===== src/rtl/ahb_pkg.sv =====
// Shared AHB-Lite encodings and the copy-engine state type.
// Imported by the block-copy master and its testbench.
package ahb_pkg;

   typedef enum logic [1:0] {
      TRANS_IDLE   = 2'b00,
      TRANS_BUSY   = 2'b01,
      TRANS_NONSEQ = 2'b10,
      TRANS_SEQ    = 2'b11
   } htrans_t;

   localparam logic [2:0] HSIZE_WORD    = 3'b010;
   localparam logic [2:0] HBURST_SINGLE = 3'b000;
   localparam logic [3:0] HPROT_DATA    = 4'b0011;
   localparam logic       HRESP_OKAY    = 1'b0;
   localparam logic       HRESP_ERROR   = 1'b1;

   typedef enum logic [2:0] {
      IDLE,
      RD_ADDR,
      RD_DATA,
      WR_ADDR,
      WR_DATA,
      FIN
   } copy_state_t;

endpackage


===== src/rtl/ahb_copy_master_if.sv =====
// AHB-Lite bus bundle between the copy master and the system bus mux.
interface ahb_copy_master_if;

   logic [31:0]      HADDR;
   ahb_pkg::htrans_t HTRANS;
   logic             HWRITE;
   logic [2:0]       HSIZE;
   logic [2:0]       HBURST;
   logic [3:0]       HPROT;
   logic             HMASTLOCK;
   logic [31:0]      HWDATA;
   logic             HREADY;
   logic [31:0]      HRDATA;
   logic             HRESP;

   modport master (
      output HADDR, HTRANS, HWRITE, HSIZE, HBURST, HPROT, HMASTLOCK, HWDATA,
      input  HREADY, HRDATA, HRESP
   );

   modport slave (
      input  HADDR, HTRANS, HWRITE, HSIZE, HBURST, HPROT, HMASTLOCK, HWDATA,
      output HREADY, HRDATA, HRESP
   );

endinterface


===== src/rtl/ahb_copy_master.sv =====
// AHB-Lite master copying a block of words from src to dst, one word at a time,
// with each write data phase overlapped by the next read address phase.
module ahb_copy_master
   import ahb_pkg::*;
#(
   parameter int LEN_W = 9
)
(
   input  logic             HCLK,
   input  logic             HRESETn,
   input  logic             start,
   input  logic [31:0]      src_addr,
   input  logic [31:0]      dst_addr,
   input  logic [LEN_W-1:0] length,
   output logic             busy,
   output logic             done,
   output logic             error,
   ahb_copy_master_if.master ahb
);

   copy_state_t      state_q, state_d;
   logic [31:0]      src_q, src_d;
   logic [31:0]      dst_q, dst_d;
   logic [31:0]      buf_q, buf_d;
   logic [LEN_W-1:0] count_q, count_d;
   logic             error_q, error_d;
   logic [31:0]      src_next;
   logic             more_words;

   assign src_next   = src_q + 32'd4;
   assign more_words = (count_q > LEN_W'(1));

   assign ahb.HSIZE     = HSIZE_WORD;
   assign ahb.HBURST    = HBURST_SINGLE;
   assign ahb.HPROT     = HPROT_DATA;
   assign ahb.HMASTLOCK = 1'b0;
   assign ahb.HWDATA    = buf_q;

   assign busy  = (state_q != IDLE);
   assign done  = (state_q == FIN);
   assign error = error_q;

   always_ff @(posedge HCLK or negedge HRESETn) begin
      if (!HRESETn) begin
         state_q <= IDLE;
         src_q   <= '0;
         dst_q   <= '0;
         buf_q   <= '0;
         count_q <= '0;
         error_q <= 1'b0;
      end else begin
         state_q <= state_d;
         src_q   <= src_d;
         dst_q   <= dst_d;
         buf_q   <= buf_d;
         count_q <= count_d;
         error_q <= error_d;
      end
   end

   // An ERROR response cancels the overlapped read address in its first cycle,
   // hence HTRANS in WR_DATA also depends on HRESP.
   always_comb begin
      state_d    = state_q;
      src_d      = src_q;
      dst_d      = dst_q;
      buf_d      = buf_q;
      count_d    = count_q;
      error_d    = error_q;
      ahb.HTRANS = TRANS_IDLE;
      ahb.HADDR  = src_q;
      ahb.HWRITE = 1'b0;

      case (state_q)
         IDLE: begin
            ahb.HADDR = '0;
            if (start) begin
               src_d   = src_addr & 32'hFFFF_FFFC;
               dst_d   = dst_addr & 32'hFFFF_FFFC;
               count_d = length;
               error_d = 1'b0;
               state_d = (length == '0) ? FIN : RD_ADDR;
            end
         end
         RD_ADDR: begin
            ahb.HTRANS = TRANS_NONSEQ;
            if (ahb.HREADY) state_d = RD_DATA;
         end
         RD_DATA: begin
            if (ahb.HREADY) begin
               if (ahb.HRESP == HRESP_ERROR) begin
                  error_d = 1'b1;
                  state_d = FIN;
               end else begin
                  buf_d   = ahb.HRDATA;
                  state_d = WR_ADDR;
               end
            end
         end
         WR_ADDR: begin
            ahb.HTRANS = TRANS_NONSEQ;
            ahb.HWRITE = 1'b1;
            ahb.HADDR  = dst_q;
            if (ahb.HREADY) state_d = WR_DATA;
         end
         WR_DATA: begin
            ahb.HADDR = src_next;
            if (more_words && ahb.HRESP == HRESP_OKAY) ahb.HTRANS = TRANS_NONSEQ;
            if (ahb.HREADY) begin
               if (ahb.HRESP == HRESP_ERROR) begin
                  error_d = 1'b1;
                  state_d = FIN;
               end else begin
                  src_d   = src_next;
                  dst_d   = dst_q + 32'd4;
                  count_d = count_q - LEN_W'(1);
                  state_d = more_words ? RD_DATA : FIN;
               end
            end
         end
         FIN: begin
            state_d = IDLE;
         end
         default: begin
            state_d = IDLE;
         end
      endcase
   end

endmodule


===== src/flat_wrapper.sv =====
// flat-port wrapper written by rule: the top's interface ports become plain ports
module ahb_copy_master_flat import ahb_pkg::*;
#(
   parameter int LEN_W = 9
)
  (HCLK, HRESETn, start, src_addr, dst_addr, length, busy, done, error, ahb_HADDR, ahb_HTRANS, ahb_HWRITE, ahb_HSIZE, ahb_HBURST, ahb_HPROT, ahb_HMASTLOCK, ahb_HWDATA, ahb_HREADY, ahb_HRDATA, ahb_HRESP);
  ahb_copy_master_if ahb_i ();
  input  logic HCLK;
  input  logic HRESETn;
  input  logic start;
  input  logic [31:0] src_addr;
  input  logic [31:0] dst_addr;
  input  logic [LEN_W-1:0] length;
  output logic busy;
  output logic done;
  output logic error;
  output wire logic [$bits(ahb_i.HADDR)-1:0] ahb_HADDR;
  output wire logic [$bits(ahb_i.HTRANS)-1:0] ahb_HTRANS;
  output wire logic [$bits(ahb_i.HWRITE)-1:0] ahb_HWRITE;
  output wire logic [$bits(ahb_i.HSIZE)-1:0] ahb_HSIZE;
  output wire logic [$bits(ahb_i.HBURST)-1:0] ahb_HBURST;
  output wire logic [$bits(ahb_i.HPROT)-1:0] ahb_HPROT;
  output wire logic [$bits(ahb_i.HMASTLOCK)-1:0] ahb_HMASTLOCK;
  output wire logic [$bits(ahb_i.HWDATA)-1:0] ahb_HWDATA;
  input wire logic [$bits(ahb_i.HREADY)-1:0] ahb_HREADY;
  input wire logic [$bits(ahb_i.HRDATA)-1:0] ahb_HRDATA;
  input wire logic [$bits(ahb_i.HRESP)-1:0] ahb_HRESP;
  assign ahb_HADDR = ahb_i.HADDR;
  assign ahb_HTRANS = ahb_i.HTRANS;
  assign ahb_HWRITE = ahb_i.HWRITE;
  assign ahb_HSIZE = ahb_i.HSIZE;
  assign ahb_HBURST = ahb_i.HBURST;
  assign ahb_HPROT = ahb_i.HPROT;
  assign ahb_HMASTLOCK = ahb_i.HMASTLOCK;
  assign ahb_HWDATA = ahb_i.HWDATA;
  assign ahb_i.HREADY = ahb_HREADY;
  assign ahb_i.HRDATA = ahb_HRDATA;
  assign ahb_i.HRESP = ahb_HRESP;
  ahb_copy_master #(.LEN_W(LEN_W)) u_core (.HCLK(HCLK), .HRESETn(HRESETn), .start(start), .src_addr(src_addr), .dst_addr(dst_addr), .length(length), .busy(busy), .done(done), .error(error), .ahb(ahb_i));
endmodule

===== config.mk =====
export PLATFORM = sky130hd
export DESIGN_NAME = ahb_copy_master_flat
export DESIGN_NICKNAME = d
export VERILOG_FILES = /design/src/rtl/ahb_pkg.sv /design/src/rtl/ahb_copy_master_if.sv /design/src/rtl/ahb_copy_master.sv /design/src/flat_wrapper.sv
export SDC_FILE = /design/constraint.sdc
export NUM_CORES = 1
export LEC_CHECK = 0
export ABC_AREA = 1
export BUFFER_PORTS_ARGS = -buffer_cell sky130_fd_sc_hd__buf_2
export CAP_MARGIN = 20
export CORE_MARGIN = 3
export CORE_UTILIZATION = 50
export CTS_CLUSTER_SIZE = 25
export DETAILED_ROUTE_END_ITERATION = 10
export PLACE_DENSITY_LB_ADDON = 0.2
export SKIP_LAST_GASP = 1
export SYNTH_ARGS = -nofsm -noshare
export SYNTH_HDL_FRONTEND = slang
export SYNTH_SLANG_ARGS = --single-unit

===== constraint.sdc =====
create_clock -name HCLK -period 4.6 [get_ports HCLK]
set_input_delay 0.23 -clock HCLK [delete_from_list [all_inputs] [get_ports HCLK]]
set_output_delay 0.23 -clock HCLK [all_outputs]
set_load 0.01 [all_outputs]

==> Word level (Yosys, flattened, before mapping) <==
Cells that the tools add are included.
{ "op_classes": {"addsub": 3, "n_lt_le_gt_ge": 1, "eq_ne": 13, "n_mux": 30, "n_bitwise": 1, "reduce_logical": 12} }
{ "ops": {"columns": ["operator", "n"], "rows": [
  ["$mux 32", 6],
  ["$pmux 32 s2", 2],
  ["$pmux 32 s3", 1],
  ["$add 32x3->32 const B", 2],
  ["$mux 3", 9],
  ["$mux 9", 3],
  ["$pmux 9 s2", 1],
  ["$pmux 3 s5", 1],
  ["$ne 2x2->1 const B", 6],
  ["$gt 9x1->1 const B", 1],
  ["$logic_not 9->1", 1],
  ["$sub 9x1->9 const B", 1],
  ["$reduce_and 4->1", 2],
  ["$eq 3x2->1 const B", 2],
  ["$eq 3x3->1 const B", 2],
  ["$reduce_and 5->1", 1],
  ["$mux 1", 4],
  ["$ne 2x1->1 const B", 2],
  ["$pmux 2 s2", 1],
  ["$reduce_bool 2->1", 2],
  ["$reduce_or 2->1", 2],
  ["$eq 3x1->1 const B", 1],
  ["$logic_not 3->1", 1],
  ["$reduce_and 3->1", 1],
  ["other kinds (5)", 5]
]} }
{ "totals": {"regBits": 109, "inputBits": 110, "out_inout_bits": 81, "word_cells": 66} }

==> Longest topological paths before layout <==
{ "depth": {"depth_word": 5, "ltp_mapped": 10, "ltp_nobuf": 10} }

==> Least setup slack after synthesis <==
No wires, ideal clock.
{ "synth_path": {"path_kind": "register to output", "from": "reg u_core.src_q[2]", "to": "out ahb_HADDR[18]", "t_arrival_ns": 1.378, "required_ns": 4.370, "slack_ns": 2.992, "path_stages_with_launch": 9, "path_buffers": 0, "cell_sequence": "dfrtp_1 > ha_1 > nand3_1 > inv_1 > nand2_1 > nor2_1 > nand3_1 > nand3_1 > o221ai_1"} }
{ "synth_between": {"elab_chain_len": 2} }
{ "synth_lines": {"columns": ["item", "line_no", "source"], "rows": [
  ["start: declaration", "ahb_copy_master.sv:22", "logic [31:0] src_q, src_d;"],
  ["start signal: assignment", "ahb_copy_master.sv:53", "src_q <= src_d;"],
  ["$add 32x3->32", "ahb_copy_master.sv:30", "assign src_next = src_q + 32'd4;"],
  ["$pmux 32 s3", "ahb_copy_master.sv:74", "case (state_q)"],
  ["end: declaration", "flat_wrapper.sv:17", "output wire logic [$bits(ahb_i.HADDR)-1:0] ahb_HADDR;"]
]} }
No other way between the ends.

==> Worst setup path in the final report <==
{ "layout_path": {"from": "reg u_core.state_q[2]", "to": "out ahb_HADDR[17]"} }
{ "layout_between": {"elab_chain_len": 2, "elab_cells_between_ends": 4, "classes_between": "eq/ne (2); mux (1); reduce/logical (1)"} }
{ "layout_lines": {"columns": ["item", "line_no", "source"], "rows": [
  ["start: declaration", "ahb_copy_master.sv:21", "copy_state_t state_q, state_d;"],
  ["start signal: assignment", "ahb_copy_master.sv:52", "state_q <= state_d;"],
  ["$eq 3x3->1, or another cell as far along", "ahb_copy_master.sv:74", null],
  ["$pmux 32 s3 (*)", "ahb_copy_master.sv:74", null]
]} }
Every way passes the cells marked *; elsewhere a longest branch is shown, timed or not.

==> results.cfg <==
[grt]
antenna_found_initial = 0
grt_pass1_vias = 6902
gr-usage-all-layers_pct = 26.9
grt_pass1_wl_um = 34200
grt.overflow.total = 0
grt_max_degree = 85

[pwr]
cellPowerDensity_nw_per_um2 = 721
power_frac_comb_pct = 54.6
switching_share_pct = 48.9
p_int_mw = 3.03
power_leakage_nw = 4.05
clkPwrFrac_pct = 14.1
vdd_drop_max_mv = 0.671
p_switching_mw = 2.91
seqPwrFrac_pct = 31.3

[timing]
fmax_mhz = 327
slew_headroom_pct = 33.7
finalCriticalPeriod_ps = 3060
tns_ps = 0
final-hold-violation-count = 0
slew_violations = 0
clock-skew-final_ps = 14.2
rsz0062_at_grt = false
whs_ps = 96.7
period_share_pct = 66.5
worst_pin_slew_ps = 993
final-setup-viol-count = 0

[setup_path]
cp.arrival_ps = 2830
critPathCaptureType = primary output
crit_path_top_delay_cell = nor2_4
worstSetupStartpoint = u_core.state_q[2]$_DFFE_PN0P_
cpPeakStageDelay_ps = 480
r2r_start = u_core.state_q[1]$_DFFE_PN0P_
cp_num_buf_inv = 5
path_cells = inv_2, nand3_1, buf_4, inv_1, nor2_4, inv_2, o221ai_1, buf_2
cp.required_ps = 4370
crit_top_cell = inv_2
path_class = reg -> out
crit_fanout = 21
critPathLaunchType = flip-flop
critPathTopFamily = buffers and inverters

[die]
rows = 42
core_um2 = 13500
pin_count = 191
die_y_um = 125
dieWidth_um = 125
die-area_um2 = 15600
initial_utilization_pct = 52.3

[drt]
wire_per_inst_um = 15.8
ant_nets = 0
viasPerCell = 5.45
dr.pass1.iters = 5
first_iter_violations = 654
drcViolationCount = 0
vias = 7343
wl_um = 21200

[yosys]
netlist_area_um2 = 7070
yosysWarnings = 0
synth_edf_count = 0
synthCells = 1016
ys_top_cells_by_count = 288 x nand2_1, 151 x nor2_1, 105 x dfrtp_1, 87 x inv_1, 84 x nand3_1
async_flop_share_pct = 100
synth-main-ff-cell = dfrtp_1
synth_seq_area_share_pct = 37.2
synth.distinct_cells = 39
syn-mean-instance-area_um2 = 6.95
synth_top_area_share_pct = 37.2
yosys.area.top_type = dfrtp_1
yosysMostFrequentCell = nand2_1
synth.area.top_cells = dfrtp_1 37%, nand2_1 15%, nor2_1 8.0%
ys_seq_elements = 105

[cells_and_area]
drive_above_1_share_pct = 20.7
nFillCells = 1346
final-seq-area_um2 = 2630
num-nets-final = 1280
area_growth_pct = 16.5
finalNonFillerCells = 1347
diodes = 0
multi_input_area_um2 = 3810
fin_util_pct = 61.0

[place]
place_congestion = 0.952
io_buffer_count = 172
placedCellCount = 1330
dp_hpwl_um = 15900

[hold_path]
min_path_type = in -> reg
worst_hold_startpoint = ahb_HRDATA[24]

[clocking]
clockBufferDepth = 2
cts_tree = yes
cts.clk_slew.worst_paths_ps = 80
cts_root_buf = clkbuf_16
clock-sinks = 105
ctsResizeCount = 0
clk_latency_ps = 360
cts_buffers = 9
htreeDepth = 3

[flow_run]
max-cap-violations = 0

[outcome]
status = completed
-- power groups by stage --
stage / sequential (mW) / clock (mW) / combinational [mW]
final: 1.86 / 0.839 / 3.24
after global placement: 1.84 / 0 / 3.19
after global routing: 1.92 / 0.887 / 3.64
after floorplan: 1.80 / 0 / 2.27
after detailed placement: 1.85 / 0 / 3.23
after CTS: 1.84 / 0.850 / 3.24
-- flip-flops by register name, summed over array words and instances (netlist names) --
| register | count |
|---|---|
| u_core.src_q | 30 |
| u_core.state_q | 3 |
| u_core.ahb.HWDATA | 32 |
| u_core.error | 1 |
| u_core.dst_q | 30 |
| u_core.count_q | 9 |
-- path summary, 6_finish.rpt --
path / depth (start not counted) / slack [ps] / end
max: 8 / 1540 / ahb_HADDR[17]
min: 2 / 100 / u_core.ahb.HWDATA[24]$_DFFE_PN0P_
max reg2reg: 9 / 2170 / u_core.dst_q[14]$_DFFE_PN0P_
min reg2reg: 1 / 500 / u_core.ahb.HWDATA[31]$_DFFE_PN0P_
max in group asynchronous: 3 / 2930 / u_core.src_q[24]$_DFFE_PN0P_
min in group asynchronous: 2 / 510 / u_core.src_q[21]$_DFFE_PN0P_
-- metal layers --
layer  wire [µm]  global-route usage (%)
met5           0                       0
met4         609                    8.86
met3        1830                    6.13
met2        9590                    43.1
met1        9210                    36.1
-- through the flow --
stage / area (µm²) / setup slack, ps / power (mW)
after floorplan: 7110 / 2990 / 4.08
after global placement: 7910 / 1960 / 5.03
after detailed placement: 7910 / 1980 / 5.09
after CTS: 8230 / 1600 / 5.93
after global routing: 8230 / 1360 / 6.44
final: 8230 / 1540 / 5.94
-- kinds of logic after synthesis --
kind of cell             after synthesis  share of synthesized area [%]
adder cells (fa/ha/maj)                4                          0.708
AO/OA/AOI/OAI                        180                           15.1
multiplexers                          32                           5.10
flip-flops                           105                           37.2
other                                  2                          0.106
AND/OR/NAND/NOR                      545                           31.6
buffers and inverters                143                           9.54
XOR/XNOR                               5                          0.620
-- timing repair --
action                                 CTS  global route
endpoints found under the hold margin   15             0
hold buffers                             1             0
buffers inserted                         0             0
-- area by class of cell --
| type | instances | share of cell area, % |
|---|---|---|
| inverter | 91 | 4.15 |
| timing repair buffer | 179 | 11.2 |
| sequential | 105 | 31.9 |
| multi-input combinational | 780 | 46.3 |
| clock inverter | 6 | 0.957 |
| tap | 176 | 2.67 |
| clock buffer | 10 | 2.90 |
-- worst register-to-register path: stages (launching register included) --
cell and delay (ps):
dfrtp_1 470, inv_2 80, nand2_2 120, nor2_4 90, nand2_2 120, nand3b_4 690, a21oi_1 550, nand2_1 70
o21ai_0 80, inv_1 50
-- layout by cell type, fill, tap and decap left out, drive strengths merged, types with 10 or more instances in the layout --
master and count:
nand2 292, buf 178, nor2 155, dfrtp 105
inv 95, nand3 84, o21ai 67, a21oi 51
mux2 32, a22oi 15, conb 14, o211ai 13
o221ai 11, clkbuf 10
No activity file was read; power rests on OpenSTA's default activity.
